--- src/rtl/mem_arbiter_rr_pkg.sv ---
// mem_arbiter_rr_pkg
//   Shared types for the CPU/RAM arbiter slice.
//   - ramstate_t  : handshake state reported by the RAM model
//   - word_t      : native 32-bit machine word
//   - arb_state_t : arbiter FSM states
//   - arb_class_t : request class of the granted source (instruction or data)
//   - ptr_width() : bit width needed to index N CPUs (never less than 1)
package mem_arbiter_rr_pkg;

    typedef enum logic [1:0] {
        FREE   = 2'd0,
        BUSY   = 2'd1,
        ACCESS = 2'd2,
        ERROR  = 2'd3
    } ramstate_t;

    typedef logic [31:0] word_t;

    typedef enum logic {
        IDLE  = 1'b0,
        SERVE = 1'b1
    } arb_state_t;

    typedef enum logic {
        ACLS_I = 1'b0,
        ACLS_D = 1'b1
    } arb_class_t;

    function automatic int ptr_width(input int n);
        return (n > 1) ? $clog2(n) : 1;
    endfunction

endpackage

--- src/rtl/mem_arbiter_rr_if.sv ---
// mem_arbiter_rr_if
//   Bundles the per-CPU cache request/response lanes and the single RAM port.
//   Modports:
//   - slave  : the arbiter (consumes requests and ramload/ramstate, drives
//              waits, load lanes and the RAM command)
//   - master : the environment (caches plus RAM model)
//   Parameters: CPUS cache pairs, AW address width, DW data width.
interface mem_arbiter_rr_if #(
    parameter int CPUS = 2,
    parameter int AW   = 32,
    parameter int DW   = 32
);
    import mem_arbiter_rr_pkg::*;

    // cache side
    logic [CPUS-1:0]         iREN;
    logic [CPUS-1:0][AW-1:0] iaddr;
    logic [CPUS-1:0]         dREN;
    logic [CPUS-1:0]         dWEN;
    logic [CPUS-1:0][AW-1:0] daddr;
    logic [CPUS-1:0][DW-1:0] dstore;
    logic [CPUS-1:0]         iwait;
    logic [CPUS-1:0]         dwait;
    logic [CPUS-1:0][DW-1:0] iload;
    logic [CPUS-1:0][DW-1:0] dload;

    // RAM side
    logic                    ramREN;
    logic                    ramWEN;
    logic [AW-1:0]           ramaddr;
    logic [DW-1:0]           ramstore;
    logic [DW-1:0]           ramload;
    ramstate_t               ramstate;

    modport slave (
        input  iREN, iaddr, dREN, dWEN, daddr, dstore, ramload, ramstate,
        output iwait, dwait, iload, dload, ramREN, ramWEN, ramaddr, ramstore
    );

    modport master (
        output iREN, iaddr, dREN, dWEN, daddr, dstore, ramload, ramstate,
        input  iwait, dwait, iload, dload, ramREN, ramWEN, ramaddr, ramstore
    );

endinterface

--- src/rtl/mem_arbiter_rr_picker.sv ---
// rr_picker
//   Circular first-set-bit finder used for round-robin selection.
//   Ports:
//   - req   : one request bit per CPU
//   - ptr   : CPU index where the search starts
//   - valid : at least one request bit is set
//   - idx   : first set bit at or after ptr, wrapping past N-1 back to 0
module rr_picker
    import mem_arbiter_rr_pkg::*;
#(
    parameter int N = 2
) (
    input  logic [N-1:0]              req,
    input  logic [ptr_width(N)-1:0]   ptr,
    output logic                      valid,
    output logic [ptr_width(N)-1:0]   idx
);
    localparam int PW = ptr_width(N);

    logic [PW:0]   sum;
    logic [PW-1:0] cand;

    // Walk the offsets from farthest to nearest so the nearest requester
    // at or after ptr is the last one written and therefore wins.
    always_comb begin
        valid = 1'b0;
        idx   = ptr;
        sum   = '0;
        cand  = '0;
        for (int k = N - 1; k >= 0; k--) begin
            sum = {1'b0, ptr} + (PW + 1)'(k);
            if (sum >= (PW + 1)'(N)) begin
                sum = sum - (PW + 1)'(N);
            end
            cand = sum[PW-1:0];
            if (req[cand]) begin
                valid = 1'b1;
                idx   = cand;
            end
        end
    end

endmodule

--- src/rtl/mem_arbiter_rr.sv ---
// mem_arbiter_rr
//   Registered round-robin arbiter between CPUS icache/dcache pairs and one
//   single-ported RAM. Data requests beat instruction fetches; inside each
//   class a rotating pointer gives fairness. A grant is held for the whole
//   RAM transaction and ramload is broadcast to every load lane.
//   Ports:
//   - CLK  : clock, rising edge
//   - nRST : asynchronous active-low reset
//   - bus  : mem_arbiter_rr_if slave modport (cache lanes + RAM port)
module mem_arbiter_rr
    import mem_arbiter_rr_pkg::*;
#(
    parameter int CPUS = 2,
    parameter int AW   = 32,
    parameter int DW   = 32
) (
    input  logic            CLK,
    input  logic            nRST,
    mem_arbiter_rr_if.slave bus
);
    localparam int PW = ptr_width(CPUS);

    arb_state_t      state, next_state;
    arb_class_t      src_cls;
    logic [PW-1:0]   src_cpu;
    logic [PW-1:0]   dptr, iptr;

    logic [CPUS-1:0] dreq;
    logic            d_valid, i_valid;
    logic [PW-1:0]   d_idx, i_idx;
    logic            live;
    logic            done;

    function automatic logic [PW-1:0] wrap_inc(input logic [PW-1:0] cpu);
        return (cpu == PW'(CPUS - 1)) ? '0 : cpu + 1'b1;
    endfunction

    assign dreq = bus.dREN | bus.dWEN;

    rr_picker #(.N(CPUS)) u_dpick (
        .req   (dreq),
        .ptr   (dptr),
        .valid (d_valid),
        .idx   (d_idx)
    );

    rr_picker #(.N(CPUS)) u_ipick (
        .req   (bus.iREN),
        .ptr   (iptr),
        .valid (i_valid),
        .idx   (i_idx)
    );

    // The granted source is still asking; if it lets go mid-transaction the
    // access is abandoned without a wait pulse.
    always_comb begin
        live = 1'b0;
        if (src_cls == ACLS_D) begin
            live = dreq[src_cpu];
        end else begin
            live = bus.iREN[src_cpu];
        end
    end

    assign done = (state == SERVE) && live && (bus.ramstate == ACCESS);

    // State, grant and fairness pointers. A pointer only advances on a
    // completed access, so an aborted source keeps its turn.
    always_ff @(posedge CLK or negedge nRST) begin
        if (!nRST) begin
            state   <= IDLE;
            src_cls <= ACLS_I;
            src_cpu <= '0;
            dptr    <= '0;
            iptr    <= '0;
        end else begin
            state <= next_state;
            if (state == IDLE && next_state == SERVE) begin
                src_cls <= d_valid ? ACLS_D : ACLS_I;
                src_cpu <= d_valid ? d_idx : i_idx;
            end
            if (done) begin
                if (src_cls == ACLS_D) begin
                    dptr <= wrap_inc(src_cpu);
                end else begin
                    iptr <= wrap_inc(src_cpu);
                end
            end
        end
    end

    // Next state: leave SERVE on completion or on a withdrawn request;
    // ERROR/BUSY/FREE simply keep retrying.
    always_comb begin
        next_state = state;
        unique case (state)
            IDLE:  if (d_valid || i_valid) next_state = SERVE;
            SERVE: if (!live || bus.ramstate == ACCESS) next_state = IDLE;
            default: next_state = IDLE;
        endcase
    end

    // RAM command follows the granted source's live inputs; a write wins
    // over a read when a data port raises both.
    always_comb begin
        bus.ramREN   = 1'b0;
        bus.ramWEN   = 1'b0;
        bus.ramaddr  = {AW{1'b0}};
        bus.ramstore = {DW{1'b0}};
        bus.iwait    = '1;
        bus.dwait    = '1;
        if (state == SERVE) begin
            if (src_cls == ACLS_D) begin
                bus.ramaddr = bus.daddr[src_cpu];
                if (bus.dWEN[src_cpu]) begin
                    bus.ramWEN   = 1'b1;
                    bus.ramstore = bus.dstore[src_cpu];
                end else begin
                    bus.ramREN = bus.dREN[src_cpu];
                end
                if (done) bus.dwait[src_cpu] = 1'b0;
            end else begin
                bus.ramaddr = bus.iaddr[src_cpu];
                bus.ramREN  = bus.iREN[src_cpu];
                if (done) bus.iwait[src_cpu] = 1'b0;
            end
        end
    end

    always_comb begin
        for (int k = 0; k < CPUS; k++) begin
            bus.iload[k] = bus.ramload;
            bus.dload[k] = bus.ramload;
        end
    end

endmodule

--- src/flat_wrapper.sv ---
// flat-port wrapper written by rule: the top's interface ports become plain ports
module mem_arbiter_rr_flat import mem_arbiter_rr_pkg::*;
#(
    parameter int CPUS = 2,
    parameter int AW   = 32,
    parameter int DW   = 32
)
  (CLK, nRST, bus_iREN, bus_iaddr, bus_dREN, bus_dWEN, bus_daddr, bus_dstore, bus_ramload, bus_ramstate, bus_iwait, bus_dwait, bus_iload, bus_dload, bus_ramREN, bus_ramWEN, bus_ramaddr, bus_ramstore);
  mem_arbiter_rr_if #(.CPUS(CPUS), .AW(AW), .DW(DW)) bus_i ();
  input  logic CLK;
  input  logic nRST;
  input wire logic [$bits(bus_i.iREN)-1:0] bus_iREN;
  input wire logic [$bits(bus_i.iaddr)-1:0] bus_iaddr;
  input wire logic [$bits(bus_i.dREN)-1:0] bus_dREN;
  input wire logic [$bits(bus_i.dWEN)-1:0] bus_dWEN;
  input wire logic [$bits(bus_i.daddr)-1:0] bus_daddr;
  input wire logic [$bits(bus_i.dstore)-1:0] bus_dstore;
  input wire logic [$bits(bus_i.ramload)-1:0] bus_ramload;
  input wire logic [$bits(bus_i.ramstate)-1:0] bus_ramstate;
  output wire logic [$bits(bus_i.iwait)-1:0] bus_iwait;
  output wire logic [$bits(bus_i.dwait)-1:0] bus_dwait;
  output wire logic [$bits(bus_i.iload)-1:0] bus_iload;
  output wire logic [$bits(bus_i.dload)-1:0] bus_dload;
  output wire logic [$bits(bus_i.ramREN)-1:0] bus_ramREN;
  output wire logic [$bits(bus_i.ramWEN)-1:0] bus_ramWEN;
  output wire logic [$bits(bus_i.ramaddr)-1:0] bus_ramaddr;
  output wire logic [$bits(bus_i.ramstore)-1:0] bus_ramstore;
  assign bus_i.iREN = bus_iREN;
  assign bus_i.iaddr = bus_iaddr;
  assign bus_i.dREN = bus_dREN;
  assign bus_i.dWEN = bus_dWEN;
  assign bus_i.daddr = bus_daddr;
  assign bus_i.dstore = bus_dstore;
  assign bus_i.ramload = bus_ramload;
  assign bus_i.ramstate = bus_ramstate;
  assign bus_iwait = bus_i.iwait;
  assign bus_dwait = bus_i.dwait;
  assign bus_iload = bus_i.iload;
  assign bus_dload = bus_i.dload;
  assign bus_ramREN = bus_i.ramREN;
  assign bus_ramWEN = bus_i.ramWEN;
  assign bus_ramaddr = bus_i.ramaddr;
  assign bus_ramstore = bus_i.ramstore;
  mem_arbiter_rr #(.CPUS(CPUS), .AW(AW), .DW(DW)) u_core (.CLK(CLK), .nRST(nRST), .bus(bus_i));
endmodule
--- config.mk ---
export PLATFORM = sky130hd
export DESIGN_NAME = mem_arbiter_rr_flat
export DESIGN_NICKNAME = d
export VERILOG_FILES = /design/src/rtl/mem_arbiter_rr_pkg.sv /design/src/rtl/mem_arbiter_rr_if.sv /design/src/rtl/mem_arbiter_rr_picker.sv /design/src/rtl/mem_arbiter_rr.sv /design/src/flat_wrapper.sv
export SDC_FILE = /design/constraint.sdc
export NUM_CORES = 1
export LEC_CHECK = 0
export BUFFER_PORTS_ARGS = -buffer_cell sky130_fd_sc_hd__buf_4
export CAP_MARGIN = 20
export CORE_AREA = 8 8 161 163
export CTS_CLUSTER_DIAMETER = 40
export DETAILED_ROUTE_END_ITERATION = 12
export DIE_AREA = 0 0 169 171
export GPL_TIMING_DRIVEN = 0
export PLACE_DENSITY = 0.42
export SETUP_SLACK_MARGIN = 0.05
export SLEW_MARGIN = 25
export SYNTH_ARGS = -nofsm -noshare
export SYNTH_HDL_FRONTEND = slang
export SYNTH_SLANG_ARGS = --single-unit
--- constraint.sdc ---
create_clock -name CLK -period 1.6 [get_ports CLK]
set_input_delay 0.16 -clock CLK [delete_from_list [all_inputs] [get_ports CLK]]
set_output_delay 0.16 -clock CLK [all_outputs]
set_load 0.02 [all_outputs]
==> results of run 1 <==
-- per-stage QoR --
step	hold slack [ps]	setup slack, ps	setup TNS (ps)	instances	power, W
after CTS	321	-327	-19940	1050	0.00856
after global placement	-35.6	-385	-17550	1037	0.00689
after global routing	324	-362	-22170	1053	0.00916
final	308	-320	-18160	1053	0.00864
after detailed placement	-34.7	-373	-17090	1037	0.00685
after floorplan	-136	52.8	0	319	0.00427
-- worst min path at each step --
stage,from,to,cells after the start,slack [ps]
CTS,nRST,u_core.iptr$_DFFE_PN0P_,2,320
global route,nRST,u_core.iptr$_DFFE_PN0P_,2,320
global placement,nRST,u_core.iptr$_DFFE_PN0P_,1,-40
finish,nRST,u_core.iptr$_DFFE_PN0P_,2,310
detailed placement,nRST,u_core.iptr$_DFFE_PN0P_,1,-30
floorplan,nRST,u_core.dptr$_DFFE_PN0P_,0,-140
-- metal layers --
layer	up-vias	wire length (um)	global-route usage
li1	1811	-	-
met1	1691	5910	0.104
met2	260	10100	0.228
met3	10	2500	0.0562
met4	4	190	0.0181
met5	-	23	0
-- sequential cells by signal, summed over array words and instances (netlist names) --
| signal | cells |
|---|---|
| u_core.src_cls | 1 |
| u_core.state | 1 |
| u_core.dptr | 1 |
| u_core.src_cpu | 1 |
| u_core.iptr | 1 |
-- critical path: stages (launching register included) --
cell	delay [ps]
dfrtp_2	400
buf_12	180
buf_12	150
mux4_2	500
and2_4	170
buf_6	120
-- kinds of logic (layout without fill, tap and decap cells) --
kind of cell / Yosys count / count (layout)
simple gates: 82 / 82
flops: 5 / 5
buf+inv: 151 / 566
mux: 67 / 67
compound gates: 14 / 14
-- synth_stat cells, drive strengths merged --
library cell / number
buf: 142
a21oi: 2
o32ai: 1
and2: 32
mux2i: 33
nor4b: 1
o2bb2ai: 1
o21a: 1
mux4: 32
dfrtp: 5
nand2b: 1
o32a: 1
nor2: 37
a21boi: 1
nand4: 1
or2: 1
nor3b: 1
nand3: 2
nand2: 5
a2111oi: 1
o22ai: 1
inv: 4
clkbuf: 5
o21bai: 1
mux2: 2
a221o: 1
nor4: 1
o21ba: 1
a2bb2oi: 1
o21ai: 1
-- where the power goes --
part           total [W]  switching (W)  internal, W
registers       0.000273      0.0000769     0.000196
clock network   0.000410      0.0000803     0.000330
logic            0.00796        0.00360      0.00436
-- cell type report --
type / count / share of cell area
timing repair buffer: 411 / 0.477
multi-input combinational: 163 / 0.257
buffer: 147 / 0.176
tap: 319 / 0.0581
sequential: 5 / 0.0184
clock buffer: 4 / 0.0115
inverter: 4 / 0.00219
-- timing repair --
action	in CTS	in global routing
gates resized for setup	90	20
cloned	3	1
pin swaps	3	0
hold buffers	1	0
endpoints found under the hold margin	5	0
endpoints found under the setup margin	74	72
buffers inserted	5	2
==> run metrics, run 1 <==
final hold violations=0; Setup crit end=bus_ramaddr[29]; gr usage total=0.115; R2R Path End=u_core.state$_DFF_PN0_; HP Class=input port to asynchronous set/reset pin; synth top area cells=buf_4 35%, mux4_2 25%, mux2i_1 12%, and2_1 7.1%, nor2_1 4.9%; Synth Register Bits=5; IO Count=432; Worst slew margin=0.688; CTS buffer count=3; Post-Synth Adder-Cell Area=0; RSZ-0062 raised after global routing=true; Avg Vias per Cell=3.59; Final HPWL DP=16500 um; post-synthesis mux area share=0.378; commonest non-fill, non-tap cell in the layout=buf_4; Pins Over Slew Limit=0; highest-count cells in the layout ignoring fill and taps=503 x buf_4, 35 x buf_6, 32 x nor2_1, 32 x mux4_2, 28 x mux2i_1; Setup CP Type=flip-flop to output pin; Clk Latency, worst-skew pair=230 ps; Final Routed Wirelength=18700 um; CP Launch Type=flip-flop; sequential fraction of the synthesis area=0.0441; ant diodes=0; crit end category=output pin; run status=complete, but fails checks; Post-DRT Antenna Nets=0; gpl congestion=0.787; Syn Inst Count=319; Yosys top cell area share=0.349; H-tree Lvls=1; area grow syn2layout=142%; setup ws final=-320 ps; Synth Area in Simple Gates=0.144; first-pass GRT wire length=25600 um; Synthesized Nets=553; Register-to-Register Path Depth=5; Tmin final=1920 ps; Pre-antenna DRT Iters=6; Max Cap Violations=0; WL per Instance=17.8 um; Design Area, Final=0.00687 mm2; filler instances=2562; XOR/XNOR Fraction of Synth Area=0; placed inst area=0.00624 mm2; DIE AREA=0.0289 mm2; initial antenna violation count=2; die span in x=169 um; multi-input logic area=0.00176 mm2; fraction of layout cells with a size suffix above 1=0.864; Crit. Startpoint=u_core.src_cpu$_DFFE_PN0P_; skew final=4.93 ps; grt total ovfl=0; Clock transition at path regs=40 ps; Critical Path RT=1440 ps; largest net degree at the start of global routing=11; fin util=0.295; CTS tree=yes; core area=0.0233 mm2; clk buf depth=2; number of global-route vias before repair=4195; failing checks=setup timing; syn avg cell area=8.90 um2; DR iter-0 viols=106; Layout Nets=969; reg2reg start=u_core.src_cpu$_DFFE_PN0P_; LEAKAGE=3.57 nW; Storage cell area=126 um2; Synth Cell Area=0.00284 mm2; largest family of logic cells by synthesized area=buffers and inverters; cell taking the most area after synthesis=buf_4; Port Buffer Count=399; Synth Warn #=0; CTS Sinks=5; drt drc=0; CTS root buf=clkbuf_16; Setup Viol. Count Final=70; period utilization=1.20; Crit Path Max Fanout=9; max frequency=521 MHz; Synth Area in Compound Gates=0.0383; die extent in y=171 um; Distinct cells, synth=33; worst ir drop on vdd=0.551 mV; Arr. time, crit path=1760 ps; Power Density=1260 mW/mm2; register-to-register setup slack=70 ps; Site Rows=56; worst slew pin tran=464 ps; Starting Density=0.122; via count=3776
Power figures use the tool's default switching activity.
==> run 2: changes to the inputs <==
--- a/config.mk
+++ b/config.mk
@@ -5,14 +5,14 @@
 export SDC_FILE = /design/constraint.sdc
 export NUM_CORES = 1
 export LEC_CHECK = 0
-export BUFFER_PORTS_ARGS = -buffer_cell sky130_fd_sc_hd__buf_4
 export CAP_MARGIN = 20
-export CORE_AREA = 8 8 161 163
+export CORE_AREA = 8 8 162 164
 export CTS_CLUSTER_DIAMETER = 40
 export DETAILED_ROUTE_END_ITERATION = 12
-export DIE_AREA = 0 0 169 171
+export DIE_AREA = 0 0 170 172
+export DONT_BUFFER_PORTS = 1
 export GPL_TIMING_DRIVEN = 0
-export PLACE_DENSITY = 0.42
+export PLACE_DENSITY = 0.3
 export SETUP_SLACK_MARGIN = 0.05
 export SLEW_MARGIN = 25
 export SYNTH_ARGS = -nofsm -noshare
==> run 2 against run 1 <==
The flow still finishes with violations (setup timing). Non-clock buffer count decreased by 393. Sequential cell count unchanged. Die area increased by 1.2%. Clock-buffer cell count unchanged. Combinational power decreased by 4.5%. Register-to-register slack improved by 30 ps. Wire length decreased by 19%. First-iteration DRC count decreased by 33%. Critical endpoint is now bus_ramREN.
==> run metrics, run 2 (synthesized netlist as in run 1, its figures left out) <==
run status=complete, but fails checks; failing checks=setup timing; H-tree Lvls=1 (unchanged); die span in x=170 um (+0.59%); WL met3=1880 um (-25%); first-pass GRT wire length=19200 um (-25%); number of global-route vias before repair=2872 (-32%); wl on met1=4430 um (-25%); crit end category=output pin; Register-to-Register Path Depth=5 (unchanged); fraction of layout cells with a size suffix above 1=0.874 (+0.0101); grt total ovfl=0 (unchanged); gpl congestion=0.856 (+8.8%); Site Rows=57 (+1.8%); Layout Nets=576 (-41%); Port Buffer Count=0 (-100%); worst hold margin=192 ps (-116 ps); Setup Viol. Count Final=70 (unchanged); Avg Vias per Cell=3.65 (+1.7%); Hold Path End=u_core.src_cls$_DFFE_PN0P_; WL met2=8690 um (-14%); DR iter-0 viols=71 (-33%); hold path startpoint=bus_dREN[1]; via count=2437 (-35%); drt drc=0 (unchanged); Power Density=1810 mW/mm2 (+44%); Crit Path Max Fanout=9 (unchanged); commonest non-fill, non-tap cell in the layout=buf_4; clk buf depth=2 (unchanged); Pins Over Slew Limit=0 (unchanged); core area=0.0238 mm2 (+2.4%); gr usage total=0.0871 (-0.0274); highest-count cells in the layout ignoring fill and taps=135 x buf_4, 32 x nor2_4, 32 x mux4_2; max frequency=544 MHz (+4.5%); Arr. time, crit path=1680 ps (-80 ps); HP Class=input port to flip-flop; worst ir drop on vdd=0.542 mV (-1.6%); LEAKAGE=1.73 nW (-52%); largest net degree at the start of global routing=11 (unchanged); Starting Density=0.119 (-0.00286); total negative slack=-13330 ps (+4830 ps); Max Cap Violations=0 (unchanged); RSZ-0062 raised after global routing=true; CTS Sinks=5 (unchanged); Hold Path Cell Cnt=2; Clk Latency, worst-skew pair=230 ps (about the same); CTS root buf=clkbuf_16; Pre-antenna DRT Iters=4 (-2); reg2reg start=u_core.src_cpu$_DFFE_PN0P_; Critical Path RT=1440 ps (about the same); Post-DRT Antenna Nets=0 (unchanged); Worst slew margin=0.662 (-0.0253); uppermost routed layer=met4; area grow syn2layout=60.9%; IO Count=432 (unchanged); Setup CP Type=flip-flop to output pin; Final Routed Wirelength=15200 um (-19%); setup ws final=-238 ps (+82.7 ps); die extent in y=172 um (+0.58%); CP Launch Type=flip-flop; worst slew pin tran=507 ps (+42.2 ps); final hold violations=0 (unchanged); R2R Path End=u_core.state$_DFF_PN0_; Clock transition at path regs=30 ps (about the same); skew final=1.67 ps (-3.26 ps); CTS tree=yes; CTS buffer count=3 (unchanged); DIE AREA=0.0292 mm2 (+1.2%); initial antenna violation count=3 (+1); Tmin final=1840 ps (-82.7 ps); register-to-register setup slack=100 ps (+30 ps); period utilization=1.15 (-0.0517); Final HPWL DP=13000 um (-22%); WL per Instance=22.8 um (+28%)
[run 2: changes by cell type in the layout (fill, tap and decap cells not counted), sizes merged]
cell      delta
clkbuf       +3
inv          -1
bufbuf       +1
clkinvlp     +1
diode        +3
buf        -397
[run 2: worst max-delay path, stage by stage, from the launching register on]
cell	delay, ps
dfrtp_1	400
buf_12	170
buf_12	160
buf_16	160
o32a_1	320
o21bai_4	240
[run 2: final cells by class]
type                    instances  area, um2
diodes                          3       7.51
plain buffers                 146       1250
clock buffers                   4       78.8
fillers                      2657      19300
inverters                       4       18.8
multi-input cells             163       2330
flip-flops and latches          5        125
well taps                     324        405
repair buffers                 19        348
[run 2: what timing repair did]
item	in CTS	in global routing
buffers inserted	8	2
hold buffers	1	0
setup endpoints to repair	73	73
pin swaps	22	10
endpoints found under the hold margin	5	0
resized for setup	207	20
gates cloned	2	6
[run 2: worst max-delay path by stage]
| stage | from | to | slack [ps] | depth (start not counted) |
|---|---|---|---|---|
| 5_1_grt | u_core.src_cpu$_DFFE_PN0P_ | bus_ramaddr[25] | -300 | 4 |
| 3_5_place_dp | u_core.src_cpu$_DFFE_PN0P_ | bus_ramstore[7] | -550 | 5 |
| 4_1_cts | u_core.src_cpu$_DFFE_PN0P_ | bus_ramREN | -270 | 5 |
| 3_3_place_gp | u_core.src_cpu$_DFFE_PN0P_ | bus_ramstore[7] | -550 | 5 |
| 2_1_floorplan | u_core.src_cpu$_DFFE_PN0P_ | bus_ramstore[10] | 50 | 5 |
| 6_report | u_core.src_cpu$_DFFE_PN0P_ | bus_ramREN | -240 | 5 |
[run 2: report_power, final]
| part | switching [W] | internal [W] | leakage, nW | total (W) |
|---|---|---|---|---|
| Combinational | 0.00380 | 0.00380 | 1.63 | 0.00760 |
| Sequential | 0.0000632 | 0.000193 | 0.0573 | 0.000256 |
| Clock | 0.0000785 | 0.000330 | 0.0382 | 0.000408 |
[run 2: routing by layer]
metal | vias to the layer above | track usage
li1 | 1030 | -
met1 | 1139 | 0.0761
met2 | 258 | 0.181
met3 | 10 | 0.0342
met4 | 0 | 0.0198
met5 | - | 0
[run 2: per-stage QoR]
step                instances  utilization  area (um2)  power [W]  setup WS [ps]
floorplan                 319            -        2840    0.00427           52.8
global route              668        0.192        4570    0.00872           -296
global placement          643        0.136        3250    0.00514           -551
finish                    668        0.192        4570    0.00827           -238
detailed placement        643        0.136        3250    0.00515           -547
CTS                       657        0.179        4260    0.00769           -268
